==> config.mk <==
export PLATFORM = sky130hd
export DESIGN_NAME = game_sequencer
export DESIGN_NICKNAME = d
export VERILOG_FILES = /design/src/rtl/game_sequencer.sv
export SDC_FILE = /design/constraint.sdc
export NUM_CORES = 1
export LEC_CHECK = 0
export ABC_CLOCK_PERIOD_IN_PS = 10300
export CAP_MARGIN = 20
export CORE_MARGIN = 8
export CORE_UTILIZATION = 25
export DETAILED_ROUTE_END_ITERATION = 16
export GPL_ROUTABILITY_DRIVEN = 1
export PLACE_DENSITY = 0.49
export RECOVER_POWER = 100
export SLEW_MARGIN = 30
export SYNTH_ARGS = -nofsm -noshare
export SYNTH_HDL_FRONTEND = slang
export SYNTH_SLANG_ARGS = --single-unit
==> constraint.sdc <==
create_clock -name clk -period 10.3 [get_ports clk]
set_clock_uncertainty 0.1 [all_clocks]
set_input_delay 3.09 -clock clk [delete_from_list [all_inputs] [get_ports clk]]
set_output_delay 3.09 -clock clk [all_outputs]
set_load 0.02 [all_outputs]
==> src/rtl/game_sequencer.sv <==
// game_sequencer: frame-rate controller for the ball/paddle datapath.
// Sequences SERVE -> PLAY -> MISS -> (SERVE | OVER) and steps the ball once per
// frame_tick while in PLAY, resolving wall and paddle reflections.
// Optional build macro SPEEDUP_EN: every 4 paddle hits raise the vertical step
// by one (up to +2); cleared on a miss or reset. Without it the step is fixed.
//
// state    | meaning
// ---------+---------------------------------------------------------------
// SERVE 00 | ball parked at centre, waiting for launch or serve timeout
// PLAY  01 | ball moves one step per frame_tick
// MISS  10 | single cycle: lose a life, then re-serve or end the game
// OVER  11 | ball hidden, red field; launch restarts the game
module game_sequencer #(
   parameter int SCREEN_W     = 640,
   parameter int SCREEN_H     = 480,
   parameter int EDGE         = 8,
   parameter int PADDLE_Y     = 460,
   parameter int PADDLE_HALF  = 32,
   parameter int BALL_DX      = 1,
   parameter int BALL_DY      = 2,
   parameter int SERVE_FRAMES = 60,
   parameter int LIVES        = 3
) (
   input  logic       clk,
   input  logic       reset,
   input  logic       frame_tick,
   input  logic       launch,
   input  logic [9:0] paddle_x,
   output logic [9:0] ball_x,
   output logic [9:0] ball_y,
   output logic [1:0] ball_dir,
   output logic       ball_visible,
   output logic [1:0] lives,
   output logic [1:0] state,
   output logic       game_over,
   output logic       hit_pulse
);

   typedef enum logic [1:0] {
      ST_SERVE = 2'b00,
      ST_PLAY  = 2'b01,
      ST_MISS  = 2'b10,
      ST_OVER  = 2'b11
   } state_t;

   localparam int CNT_W = (SERVE_FRAMES > 1) ? $clog2(SERVE_FRAMES) : 1;

   localparam logic [10:0] X_MIN    = 11'(EDGE);
   localparam logic [10:0] X_MAX    = 11'(SCREEN_W - EDGE - 1);
   localparam logic [10:0] Y_MIN    = 11'(EDGE);
   localparam logic [10:0] Y_FLOOR  = 11'(SCREEN_H - EDGE);
   localparam logic [10:0] PAD_Y    = 11'(PADDLE_Y);
   localparam logic [10:0] PAD_HALF = 11'(PADDLE_HALF);
   localparam logic [10:0] DX       = 11'(BALL_DX);
   localparam logic [9:0]  CX       = 10'(SCREEN_W / 2);
   localparam logic [9:0]  CY       = 10'(SCREEN_H / 2);
   localparam logic [1:0]  LIVES_INIT = 2'(LIVES);

   state_t           state_q, state_d;
   logic [9:0]       x_q, x_d;
   logic [9:0]       y_q, y_d;
   logic [1:0]       dir_q, dir_d;      // bit1 = up, bit0 = left
   logic [1:0]       lives_q, lives_d;
   logic [CNT_W-1:0] cnt_q, cnt_d;
   logic             hit_q, hit_d;

   logic [10:0]        dy;
   logic [10:0]        x11, y11, p11;
   logic signed [10:0] diff, adiff;
   logic               paddle_ok;

`ifdef SPEEDUP_EN
   logic [2:0] hits_q, hits_d;
   logic [1:0] level_q, level_d;
   assign dy = 11'(BALL_DY) + {9'd0, level_q};
`else
   assign dy = 11'(BALL_DY);
`endif

   assign x11   = {1'b0, x_q};
   assign y11   = {1'b0, y_q};
   assign p11   = {1'b0, paddle_x};
   assign diff  = signed'(x11 - p11);
   assign adiff = diff[10] ? -diff : diff;
   assign paddle_ok = (unsigned'(adiff) < PAD_HALF);

   // Next-state, ball motion and life bookkeeping
   always_comb begin
      state_d = state_q;
      x_d     = x_q;
      y_d     = y_q;
      dir_d   = dir_q;
      lives_d = lives_q;
      cnt_d   = cnt_q;
      hit_d   = 1'b0;
`ifdef SPEEDUP_EN
      hits_d  = hits_q;
      level_d = level_q;
`endif
      case (state_q)
         ST_SERVE: begin
            x_d   = CX;
            y_d   = CY;
            dir_d = 2'b00;
            if (launch) begin
               state_d = ST_PLAY;
               cnt_d   = '0;
            end else if (frame_tick) begin
               if (cnt_q == CNT_W'(SERVE_FRAMES - 1)) begin
                  state_d = ST_PLAY;
                  cnt_d   = '0;
               end else begin
                  cnt_d = cnt_q + CNT_W'(1);
               end
            end
         end
         ST_PLAY: begin
            if (frame_tick) begin
               if (!dir_q[0]) begin
                  if (x11 + DX >= X_MAX) begin
                     x_d      = X_MAX[9:0];
                     dir_d[0] = 1'b1;
                  end else begin
                     x_d = 10'(x11 + DX);
                  end
               end else begin
                  if (x11 <= X_MIN + DX) begin
                     x_d      = X_MIN[9:0];
                     dir_d[0] = 1'b0;
                  end else begin
                     x_d = 10'(x11 - DX);
                  end
               end
               if (dir_q[1]) begin
                  if (y11 <= Y_MIN + dy) begin
                     y_d      = Y_MIN[9:0];
                     dir_d[1] = 1'b0;
                  end else begin
                     y_d = 10'(y11 - dy);
                  end
               end else if ((y11 < PAD_Y) && (y11 + dy >= PAD_Y) && paddle_ok) begin
                  y_d      = PAD_Y[9:0];
                  dir_d[1] = 1'b1;
                  hit_d    = 1'b1;
`ifdef SPEEDUP_EN
                  if (hits_q == 3'd3) begin
                     hits_d = 3'd0;
                     if (level_q != 2'd2) level_d = level_q + 2'd1;
                  end else begin
                     hits_d = hits_q + 3'd1;
                  end
`endif
               end else if (y11 + dy >= Y_FLOOR) begin
                  y_d     = Y_FLOOR[9:0];
                  state_d = ST_MISS;
               end else begin
                  y_d = 10'(y11 + dy);
               end
            end
         end
         ST_MISS: begin
            lives_d = lives_q - 2'd1;
`ifdef SPEEDUP_EN
            hits_d  = 3'd0;
            level_d = 2'd0;
`endif
            if (lives_q == 2'd1) begin
               state_d = ST_OVER;
            end else begin
               state_d = ST_SERVE;
               x_d     = CX;
               y_d     = CY;
               dir_d   = 2'b00;
            end
         end
         ST_OVER: begin
            if (launch) begin
               state_d = ST_SERVE;
               x_d     = CX;
               y_d     = CY;
               dir_d   = 2'b00;
               lives_d = LIVES_INIT;
               cnt_d   = '0;
`ifdef SPEEDUP_EN
               hits_d  = 3'd0;
               level_d = 2'd0;
`endif
            end
         end
         default: state_d = ST_SERVE;
      endcase
   end

   // State and datapath registers with synchronous reset
   always_ff @(posedge clk) begin
      if (reset) begin
         state_q <= ST_SERVE;
         x_q     <= CX;
         y_q     <= CY;
         dir_q   <= 2'b00;
         lives_q <= LIVES_INIT;
         cnt_q   <= '0;
         hit_q   <= 1'b0;
      end else begin
         state_q <= state_d;
         x_q     <= x_d;
         y_q     <= y_d;
         dir_q   <= dir_d;
         lives_q <= lives_d;
         cnt_q   <= cnt_d;
         hit_q   <= hit_d;
      end
   end

`ifdef SPEEDUP_EN
   // Speed-level tracking, only present in the speed-up build
   always_ff @(posedge clk) begin
      if (reset) begin
         hits_q  <= 3'd0;
         level_q <= 2'd0;
      end else begin
         hits_q  <= hits_d;
         level_q <= level_d;
      end
   end
`endif

   assign ball_x       = x_q;
   assign ball_y       = y_q;
   assign ball_dir     = dir_q;
   assign lives        = lives_q;
   assign state        = state_q;
   assign ball_visible = (state_q != ST_OVER);
   assign game_over    = (state_q == ST_OVER);
   assign hit_pulse    = hit_q;

endmodule

==> results of run 1 <==
==> synth_stat cells, drive strengths merged (10+ instances only) <==
| master | n |
|---|---|
| a31oi | 10 |
| a21oi | 45 |
| xnor2 | 12 |
| nand2b | 11 |
| o21ai | 35 |
| nor2 | 47 |
| dfxtp | 32 |
| nand3 | 20 |
| nor2b | 13 |
| buf | 13 |
| nor3 | 10 |
| ha | 19 |
| clkbuf | 23 |
| inv | 22 |
| nand2 | 39 |
==> area by class of cell <==
class                   count  area (um2)
multi-input cells         367        2293
flip-flops and latches     32       640.6
fillers                  1351        8766
clock buffers               6       138.9
repair buffers             43       421.7
inverters                  22       82.58
well taps                 172       215.2
clock inverters             2       10.01
==> metal layers <==
| layer | part of all wire (%) | track usage [%] |
|---|---|---|
| met5 | 0 | 0 |
| met4 | 1.0 | 3.179 |
| met3 | 5.4 | 2.465 |
| met1 | 47 | 13.67 |
| met2 | 47 | 19.21 |
==> cell usage in the layout, fill, tap and decap left out, drive strengths merged, types with 11 or more instances in the layout <==
cell type      instances
nor2                  47
a21oi                 45
nand2                 39
o21ai                 35
dfxtp                 32
dlygate4sd3           30
inv                   22
nand3                 20
ha                    19
nor2b                 13
xnor2                 12
nand2b                11
clkdlybuf4s50         11
==> state kept, by name, summed over array words and instances (netlist names) <==
name and cells:
ball_dir 2, ball_x 10, ball_y 9, cnt_q 6
hit_pulse 1, lives 2, state 2
==> cells by family after synthesis <==
group	after synthesis	share of synthesized area, %
AND/OR/NAND/NOR	180	28.35
AO/OA/AOI/OAI	146	29.87
buffers and inverters	58	8.026
flip-flops	32	20.05
adder cells (fa/ha/maj)	20	8.066
XOR/XNOR	19	5.208
other	1	0.1174
multiplexers	1	0.3132
==> stage by stage <==
stage / instances / hold slack (ps) / utilization [%]
after floorplan: 457 / 376.8 / -
after global placement: 636 / 398.0 / 29.14
after detailed placement: 636 / 403.7 / 29.14
after CTS: 644 / 417.3 / 30.32
after global routing: 644 / 447.3 / 30.25
final: 644 / 418.3 / 30.25
==> power by group through the flow <==
| stage | clock, mW | combinational (mW) | sequential [mW] |
|---|---|---|---|
| 2_1_floorplan | 0 | 0.0520 | 0.135 |
| 3_3_place_gp | 0 | 0.0707 | 0.138 |
| 3_5_place_dp | 0 | 0.0711 | 0.138 |
| 4_1_cts | 0.157 | 0.0715 | 0.135 |
| 5_1_grt | 0.161 | 0.0778 | 0.137 |
| 6_report | 0.153 | 0.0697 | 0.135 |
==> tightest hold or removal path, stage by stage, from the launching register on <==
cell and delay, ps:
dfxtp_1 340, xor2_1 70, nor2_1 70
==> path summary, 6_finish.rpt <==
check | startpoint | to | slack, ps | cells past startpoint
worst max-delay path | paddle_x[0] | ball_dir[1]$_SDFFE_PP0P_ | 3880 | 12
worst min-delay path | cnt_q[4]$_SDFFE_PP0P_ | cnt_q[4]$_SDFFE_PP0P_ | 420 | 2
worst max register to register | ball_x[0]$_SDFFE_PP0P_ | ball_dir[1]$_SDFFE_PP0P_ | 6480 | 12
worst min register to register | cnt_q[4]$_SDFFE_PP0P_ | cnt_q[4]$_SDFFE_PP0P_ | 420 | 2
==> summary.md, run 1 <==
| Metric | Value |
|---|---|
| Initial DRC Count | 236 |
| Antenna Cells | 0 |
| Main area contributors after synthesis | dfxtp_1 (20%), ha_1 (7.4%), a21oi_1 (6.9%), nor2_1 (5.5%), o21ai_0 (5.3%) |
| P_leak | 1.410 nW |
| Synth top area share | 20.05% |
| Die X | 129.1 um |
| Cts hold-fix bufs | 0 |
| Rows | 41 |
| RSZ-0062 raised after global routing | no |
| I/O Buffers | 41 |
| TritonCTS buffer count | 5 |
| Congestion Overflow GR | 0 |
| Share of cells above drive strength 1 | 4.873% |
| # resized after CTS | 0 |
| Syn avg cell area | 6.992 um2 |
| Core region area | 12,570 um2 |
| Slowest stage cell on the critical path | dlygate4sd3_1 |
| Max-cap check violation count | 0 |
| Synth Cell Area | 3196 um2 |
| Design Power | 0.3581 mW |
| Routed vias/inst | 5.202 |
| Tcrit/Tclk final | 62.37% |
| Slew @ Worst Pin | 881.5 ps |
| DRC violations left | 0 |
| Final Worst Setup Slack | 3876 ps |
| Top FF cell, synth | dfxtp_1 |
| Layout area overhead | 18.99% |
| Largest net degree at the start of global routing | 25 |
| Yosys cell types | 69 |
| Vias in the first global route | 3,204 |
| Final setup TNS | 0 ps |
| Gpl congestion | 0.8386 |
| Logic pwr share | 19.5% |
| WP data required | 10,410 ps |
| Internal power | 0.2518 mW |
| Peak supply drop | 0.05270 mV |
| Kind of end point of the critical path | register |
| DP Worst Slack | 3835 ps |
| Sequential cell area fraction in the yosys report | 20.05% |
| First-pass GRT wire length | 15,380 um |
| Clock-pin slew on the worst setup and hold paths | 60 ps |
| DP Wirelength | 6779 um |
| Reg power frac | 37.8% |
| Critical-path cell list | dlygate4sd3_1 -> ha_1 -> inv_1 -> fa_1 -> a211oi_1 -> nor2_1 -> xnor2_1 -> o211ai_1 -> a2111o_1 -> a221o_1 -> or3_1 -> a21oi_1 |
| CP max FO | 9 |
| Number of flops mapped to enable cells by yosys | 0 |
| Synth Net Count | 491 |
| CTS Root Cell | clkbuf_16 |
| Asr flop ratio synth | 0% |
| Final Hold Vio Count | 0 |
| Die H | 129.1 um |
| Slew headroom | 40.46% |
| CP arrival | 6530 ps |
| Vias | 3,350 |
| TritonCTS clock tree | done |
| DP Area | 3662 um2 |
| Cell count after synthesis | 457 |
| CTS Sinks | 32 |
| DIE AREA | 16,660 um2 |
| Switching pwr | 0.1062 mW |
| YS warnings | 0 |
| Total GRT Usage | 11.17% |
| PD cells | 94.16 nW/um2 |
| Fmax | 155.7 MHz |
| Clk_lat worst skew | 280 ps |
| Slew Limit Fails | 0 |
| Net Sw Frac | 29.66% |
| Outcome | finished clean |
| H-tree levels | 2 |
| # IOs | 43 |
| Crit-path max cell delay | 530 ps |
| DRT antenna net count | 0 |
| Final Cell Area | 3802 um2 |
| Antenna violations before repair | 0 |
| Final WL | 9272 um |
| Worst path top cell family by delay | compound AO/OA/AOI/OAI gates |
| #FFs+latches synth | 32 |
| Clock share of power | 42.7% |
| Iteration count of the initial detailed-routing pass | 5 |
| Setup Crit Path Kind | in2reg |
| Setup crit start kind | input pin |
| Clock Path Buffers | 2 |
| Wire per inst | 14.40 um |
| Crit path buffers/inverters | 2 |
| Leading area contributor after synthesis | dfxtp_1 |
| Final nets | 505 |
| Number of setup buffers added after CTS | 0 |
| Min Tclk post-route | 6424 ps |
| Final setup fails | 0 |
| Starting density of the core | 25.43% |
| HP Class | reg2reg |
(Power assumes the default switching activity.)
==> inputs of run 2 (changes only) <==
- ABC_CLOCK_PERIOD_IN_PS: 10300 -> 6330
- clock period: 10.3 -> 6.33 ns (I/O delays scaled with it)
==> run 2 against run 1 <==
Against the previous run:
- final cell count down 0.16%
- worst hold slack got worse by 3.5 ps
- first-iteration DRC count increased by 4.7%
- largest power group unchanged
==> summary.md, run 2 (same netlist as run 1, synthesis figures left out) <==
| Metric | Value |
|---|---|
| Outcome | finished clean |
| Commonest non-fill, non-tap cell in the layout | nor2_1 |
| Reg2Reg Setup Slack | 2530 ps |
| Final setup TNS | 0 ps |
| Hold endpoint | cnt_q[4]$_SDFFE_PP0P_ |
| Wire per inst | 14.15 um |
| Min Tclk post-route | 5205 ps |
| Max reg flops | 10 |
| I/O Buffers | 41 |
| Final WL | 9098 um |
| Slew headroom | 38.50% |
| Tcrit/Tclk final | 82.22% |
| Max-cap check violation count | 0 |
| Setup crit start kind | input pin |
| Number of setup buffers added after CTS | 0 |
| DP Wirelength | 6755 um |
| CP arrival | 5320 ps |
| WHS | 414.8 ps |
| DRT antenna net count | 0 |
| Final nets | 505 |
| Worst Hold Depth | 2 |
| Largest net degree at the start of global routing | 25 |
| H-tree levels | 2 |
| Routed vias/inst | 5.173 |
| Slew Limit Fails | 0 |
| PD cells | 155.1 nW/um2 |
| Rows | 41 |
| CTS Root Cell | clkbuf_16 |
| Kind of end point of the critical path | register |
| Reg-to-Reg End | ball_dir[1]$_SDFFE_PP0P_ |
| # resized after CTS | 0 |
| Clock-pin slew on the worst setup and hold paths | 60 ps |
| CTS Sinks | 32 |
| DIE AREA | 16,660 um2 |
| RSZ-0062 raised after global routing | no |
| Initial DRC Count | 247 |
| Peak supply drop | 0.09787 mV |
| Total GRT Usage | 11.00% |
| WP data required | 6440 ps |
| P_leak | 1.409 nW |
| Worst r2r src | ball_x[0]$_SDFFE_PP0P_ |
| Slew @ Worst Pin | 910.5 ps |
| HP Class | reg2reg |
| TritonCTS buffer count | 5 |
| Cts hold-fix bufs | 0 |
| Final Hold Vio Count | 0 |
| Starting density of the core | 25.43% |
| Final Non-Filler Cells | 643 |
| HP Start | cnt_q[4]$_SDFFE_PP0P_ |
| TritonCTS clock tree | done |
| # IOs | 43 |
| Iteration count of the initial detailed-routing pass | 4 |
| Vias | 3,326 |
| Setup Crit Path Kind | in2reg |
| Most frequent cells in the layout | nor2_1 (47), a21oi_1 (44), nand2_1 (38) |
| DRC violations left | 0 |
| FF-to-FF path depth | 12 |
| Clock Path Buffers | 2 |
| CP max FO | 9 |
| Fmax | 192.1 MHz |
| Vias in the first global route | 3,187 |
| Die X | 129.1 um |
| Gpl congestion | 0.8412 |
| Antenna Cells | 0 |
| Die H | 129.1 um |
| Placed Cells | 636 |
| Clk_lat worst skew | 280 ps |
| Final setup fails | 0 |
| Congestion Overflow GR | 0 |
| Layout area overhead | 19.11% |
| First-pass GRT wire length | 15,210 um |
| Antenna violations before repair | 0 |
| Share of cells above drive strength 1 | 4.671% |
| Core region area | 12,570 um2 |
## run 2: cell count changes in the layout (fill, tap and decap cells not counted), sizes merged
| cell | before | now |
|---|---|---|
| clkbuf | 7 | 8 |
| clkinv | 2 | 0 |
## run 2: worst max-delay path by stage
| stage | startpoint | endpoint | cells past startpoint |
|---|---|---|---|
| 2_1_floorplan | paddle_x[0] | ball_dir[1]$_SDFFE_PP0P_ | 12 |
| 3_3_place_gp | paddle_x[0] | ball_dir[1]$_SDFFE_PP0P_ | 12 |
| 3_5_place_dp | paddle_x[0] | ball_dir[1]$_SDFFE_PP0P_ | 12 |
| 4_1_cts | paddle_x[0] | ball_dir[1]$_SDFFE_PP0P_ | 12 |
| 5_1_grt | paddle_x[0] | ball_dir[1]$_SDFFE_PP0P_ | 12 |
| 6_report | paddle_x[0] | ball_dir[1]$_SDFFE_PP0P_ | 12 |
## run 2: worst max-delay path: stages
cell and delay [ps]:
dlygate4sd3_1 530, ha_1 170, inv_1 60, fa_1 390, a211oi_1 470, nor2_1 130
xnor2_1 170, o211ai_1 140, a2111o_1 380, a221o_1 500, or3_1 360, a21oi_1 130
## run 2: layout make-up
class / instances / area (um2)
multi-input cells: 367 / 2293
repair buffers: 43 / 421.7
inverters: 22 / 82.58
clock buffers: 7 / 152.6
fillers: 1373 / 8762
flip-flops and latches: 32 / 640.6
well taps: 172 / 215.2
## run 2: where the power goes
part	internal, mW	leakage, nW	switching (mW)	total (mW)
clock network	0.165	0.0760	0.0915	0.257
registers	0.207	0.259	0.0139	0.221
logic	0.0482	1.07	0.0651	0.113
total	0.420	1.41	0.171	0.590
## run 2: per-layer routing
layer	wire length, um	vias up	GRT usage [%]
met1	4212	1568	13.59
met2	4271	71	18.69
met3	502	9	2.465
met4	111	0	3.179
li1	-	1678	-
met5	0	-	0
## run 2: through the flow
stage          utilization, %  worst slack, ps  instance area [um2]  total power [mW]
2_1_floorplan               -             1775                 3196            0.3047
3_3_place_gp            29.14             1134                 3662            0.3397
3_5_place_dp            29.14             1058                 3662            0.3404
4_1_cts                 30.35             1337                 3815            0.5972
5_1_grt                 30.28            947.4                 3806            0.6197
6_report                30.28             1125                 3806            0.5904
==> inputs of run 3 (changes only) <==
- ABC_CLOCK_PERIOD_IN_PS: 6330 -> 5300
- clock period: 6.33 -> 5.3 ns (I/O delays scaled with it)
==> run 3 against run 2 <==
Against the previous run:
- worst hold slack got worse by 0.76 ps
- cell area fell by 0.16%
- first-iteration DRC count fell by 11%
- via count rose by 0.60%
- core utilization barely moved
- sequential share of layout area barely moved
- total power rose by 17%
- largest power group unchanged
==> summary.md, run 3 (same netlist as run 1, synthesis figures left out) <==
| Metric | Value |
|---|---|
| Total GRT Usage | 10.98% |
| Iteration count of the initial detailed-routing pass | 5 |
| Setup Crit Path Kind | in2reg |
| Internal power | 0.4919 mW |
| Worst r2r src | ball_x[0]$_SDFFE_PP0P_ |
| Slew headroom | 38.84% |
| Clock share of power | 42.4% |
| Reg power frac | 37.9% |
| FF-to-FF path depth | 12 |
| HP Class | reg2reg |
| Die X | 129.1 um |
| Gpl congestion | 0.8386 |
| Final Non-Filler Cells | 644 |
| Tcrit/Tclk final | 91.91% |
| Layout area overhead | 18.91% |
| DRT antenna net count | 0 |
| Vias in the first global route | 3,178 |
| Final nets | 505 |
| Kind of end point of the critical path | register |
| Wire per inst | 14.12 um |
| Cts hold-fix bufs | 0 |
| Max-cap check violation count | 0 |
| DRC violations left | 0 |
| Net Sw Frac | 29.04% |
| # IOs | 43 |
| Routed vias/inst | 5.196 |
| Number of setup buffers added after CTS | 0 |
| Final Hold Vio Count | 0 |
| Slew @ Worst Pin | 905.4 ps |
| Slew Limit Fails | 0 |
| H-tree levels | 2 |
| Reg-to-Reg End | ball_dir[1]$_SDFFE_PP0P_ |
| Antenna Cells | 0 |
| DP Worst Slack | 327.6 ps |
| Reg2Reg Setup Slack | 1460 ps |
| Clock Path Buffers | 2 |
| Congestion Overflow GR | 0 |
| TritonCTS clock tree | done |
| CP max FO | 9 |
| Commonest non-fill, non-tap cell in the layout | nor2_1 |
| Most frequent cells in the layout | nor2_1 (47), a21oi_1 (44), nand2_1 (38) |
| DP Wirelength | 6766 um |
| Hold endpoint | cnt_q[4]$_SDFFE_PP0P_ |
| I/O Buffers | 41 |
| First-pass GRT wire length | 15,190 um |
| Setup crit start kind | input pin |
| Core region area | 12,570 um2 |
| CTS Sinks | 32 |
| RSZ-0062 raised after global routing | no |
| Worst Hold Depth | 2 |
| Switching pwr | 0.2013 mW |
| Clk_lat worst skew | 270 ps |
| Vias | 3,346 |
| Starting density of the core | 25.43% |
| Final Util | 30.23% |
| Outcome | finished clean |
| WP data required | 5400 ps |
| HP Start | cnt_q[4]$_SDFFE_PP0P_ |
| Initial DRC Count | 219 |
| Max reg flops | 10 |
| Final WL | 9095 um |
| Peak supply drop | 0.1036 mV |
| Rows | 41 |
| Placed Cells | 636 |
| # resized after CTS | 0 |
| DIE AREA | 16,660 um2 |
| TritonCTS buffer count | 5 |
| Share of cells above drive strength 1 | 4.449% |
| Min Tclk post-route | 4871 ps |
| Fmax | 205.3 MHz |
| Antenna violations before repair | 0 |
| P_leak | 1.404 nW |
| Die H | 129.1 um |
| Largest net degree at the start of global routing | 25 |
| Logic pwr share | 19.6% |
| Final setup fails | 0 |
| Final Worst Setup Slack | 429.0 ps |
| Final setup TNS | 0 ps |
| CP arrival | 4970 ps |
| PD cells | 182.4 nW/um2 |
| Clock-pin slew on the worst setup and hold paths | 50 ps |
| CTS Root Cell | clkbuf_16 |
## run 3: cell types whose count changed in the layout (fill, tap and decap cells not counted)
cell / before / now
clkdlybuf4s50_1: 11 / 12
clkbuf_8: 2 / 1
clkbuf_1: 1 / 3
dlygate4sd3_1: 30 / 29
## run 3: critical path, stage by stage
cell	delay, ps
clkdlybuf4s50_1	460
ha_1	170
inv_1	60
fa_1	390
a211oi_1	460
nor2_1	120
xnor2_1	180
o211ai_1	140
a2111o_1	390
a221o_1	500
or3_1	360
a21oi_1	150
## run 3: worst max-delay path by stage
stage               slack (ps)        start                       end  depth (start not counted)
global placement           410  paddle_x[0]  ball_dir[1]$_SDFFE_PP0P_                         12
finish                     430  paddle_x[0]  ball_dir[1]$_SDFFE_PP0P_                         12
floorplan                 1050  paddle_x[0]  ball_dir[1]$_SDFFE_PP0P_                         12
detailed placement         330  paddle_x[0]  ball_dir[1]$_SDFFE_PP0P_                         12
CTS                        570  paddle_x[0]  ball_dir[1]$_SDFFE_PP0P_                         12
global route               250  paddle_x[0]  ball_dir[1]$_SDFFE_PP0P_                         12
## run 3: cell type report
class / instances / area (um2)
Clock buffer: 8 / 146.4
Fill cell: 1351 / 8768
Inverter: 22 / 82.58
Multi-Input combinational cell: 367 / 2293
Sequential cell: 32 / 640.6
Tap cell: 172 / 215.2
Timing Repair Buffer: 43 / 421.7
## run 3: stage by stage
stage	hold WS [ps]	cell area [um2]	total power, mW
2_1_floorplan	376.8	3196	0.3640
3_3_place_gp	398.0	3662	0.4058
3_5_place_dp	403.7	3662	0.4069
4_1_cts	417.0	3809	0.7027
5_1_grt	447.7	3800	0.7277
6_report	414.1	3800	0.6932
## run 3: power groups by stage
stage	clock (mW)	combinational [mW]	sequential, mW
2_1_floorplan	0	0.101	0.263
3_3_place_gp	0	0.137	0.268
3_5_place_dp	0	0.138	0.269
4_1_cts	0.300	0.139	0.264
5_1_grt	0.311	0.152	0.266
6_report	0.294	0.136	0.263
## run 3: layer usage
layer | global-route usage [%] | vias up | share of wire, %
met5 | 0 | - | 0
met4 | 2.764 | 0 | 0.70
met3 | 2.383 | 6 | 5.2
met2 | 18.97 | 82 | 47
met1 | 13.52 | 1588 | 47
li1 | - | 1670 | -
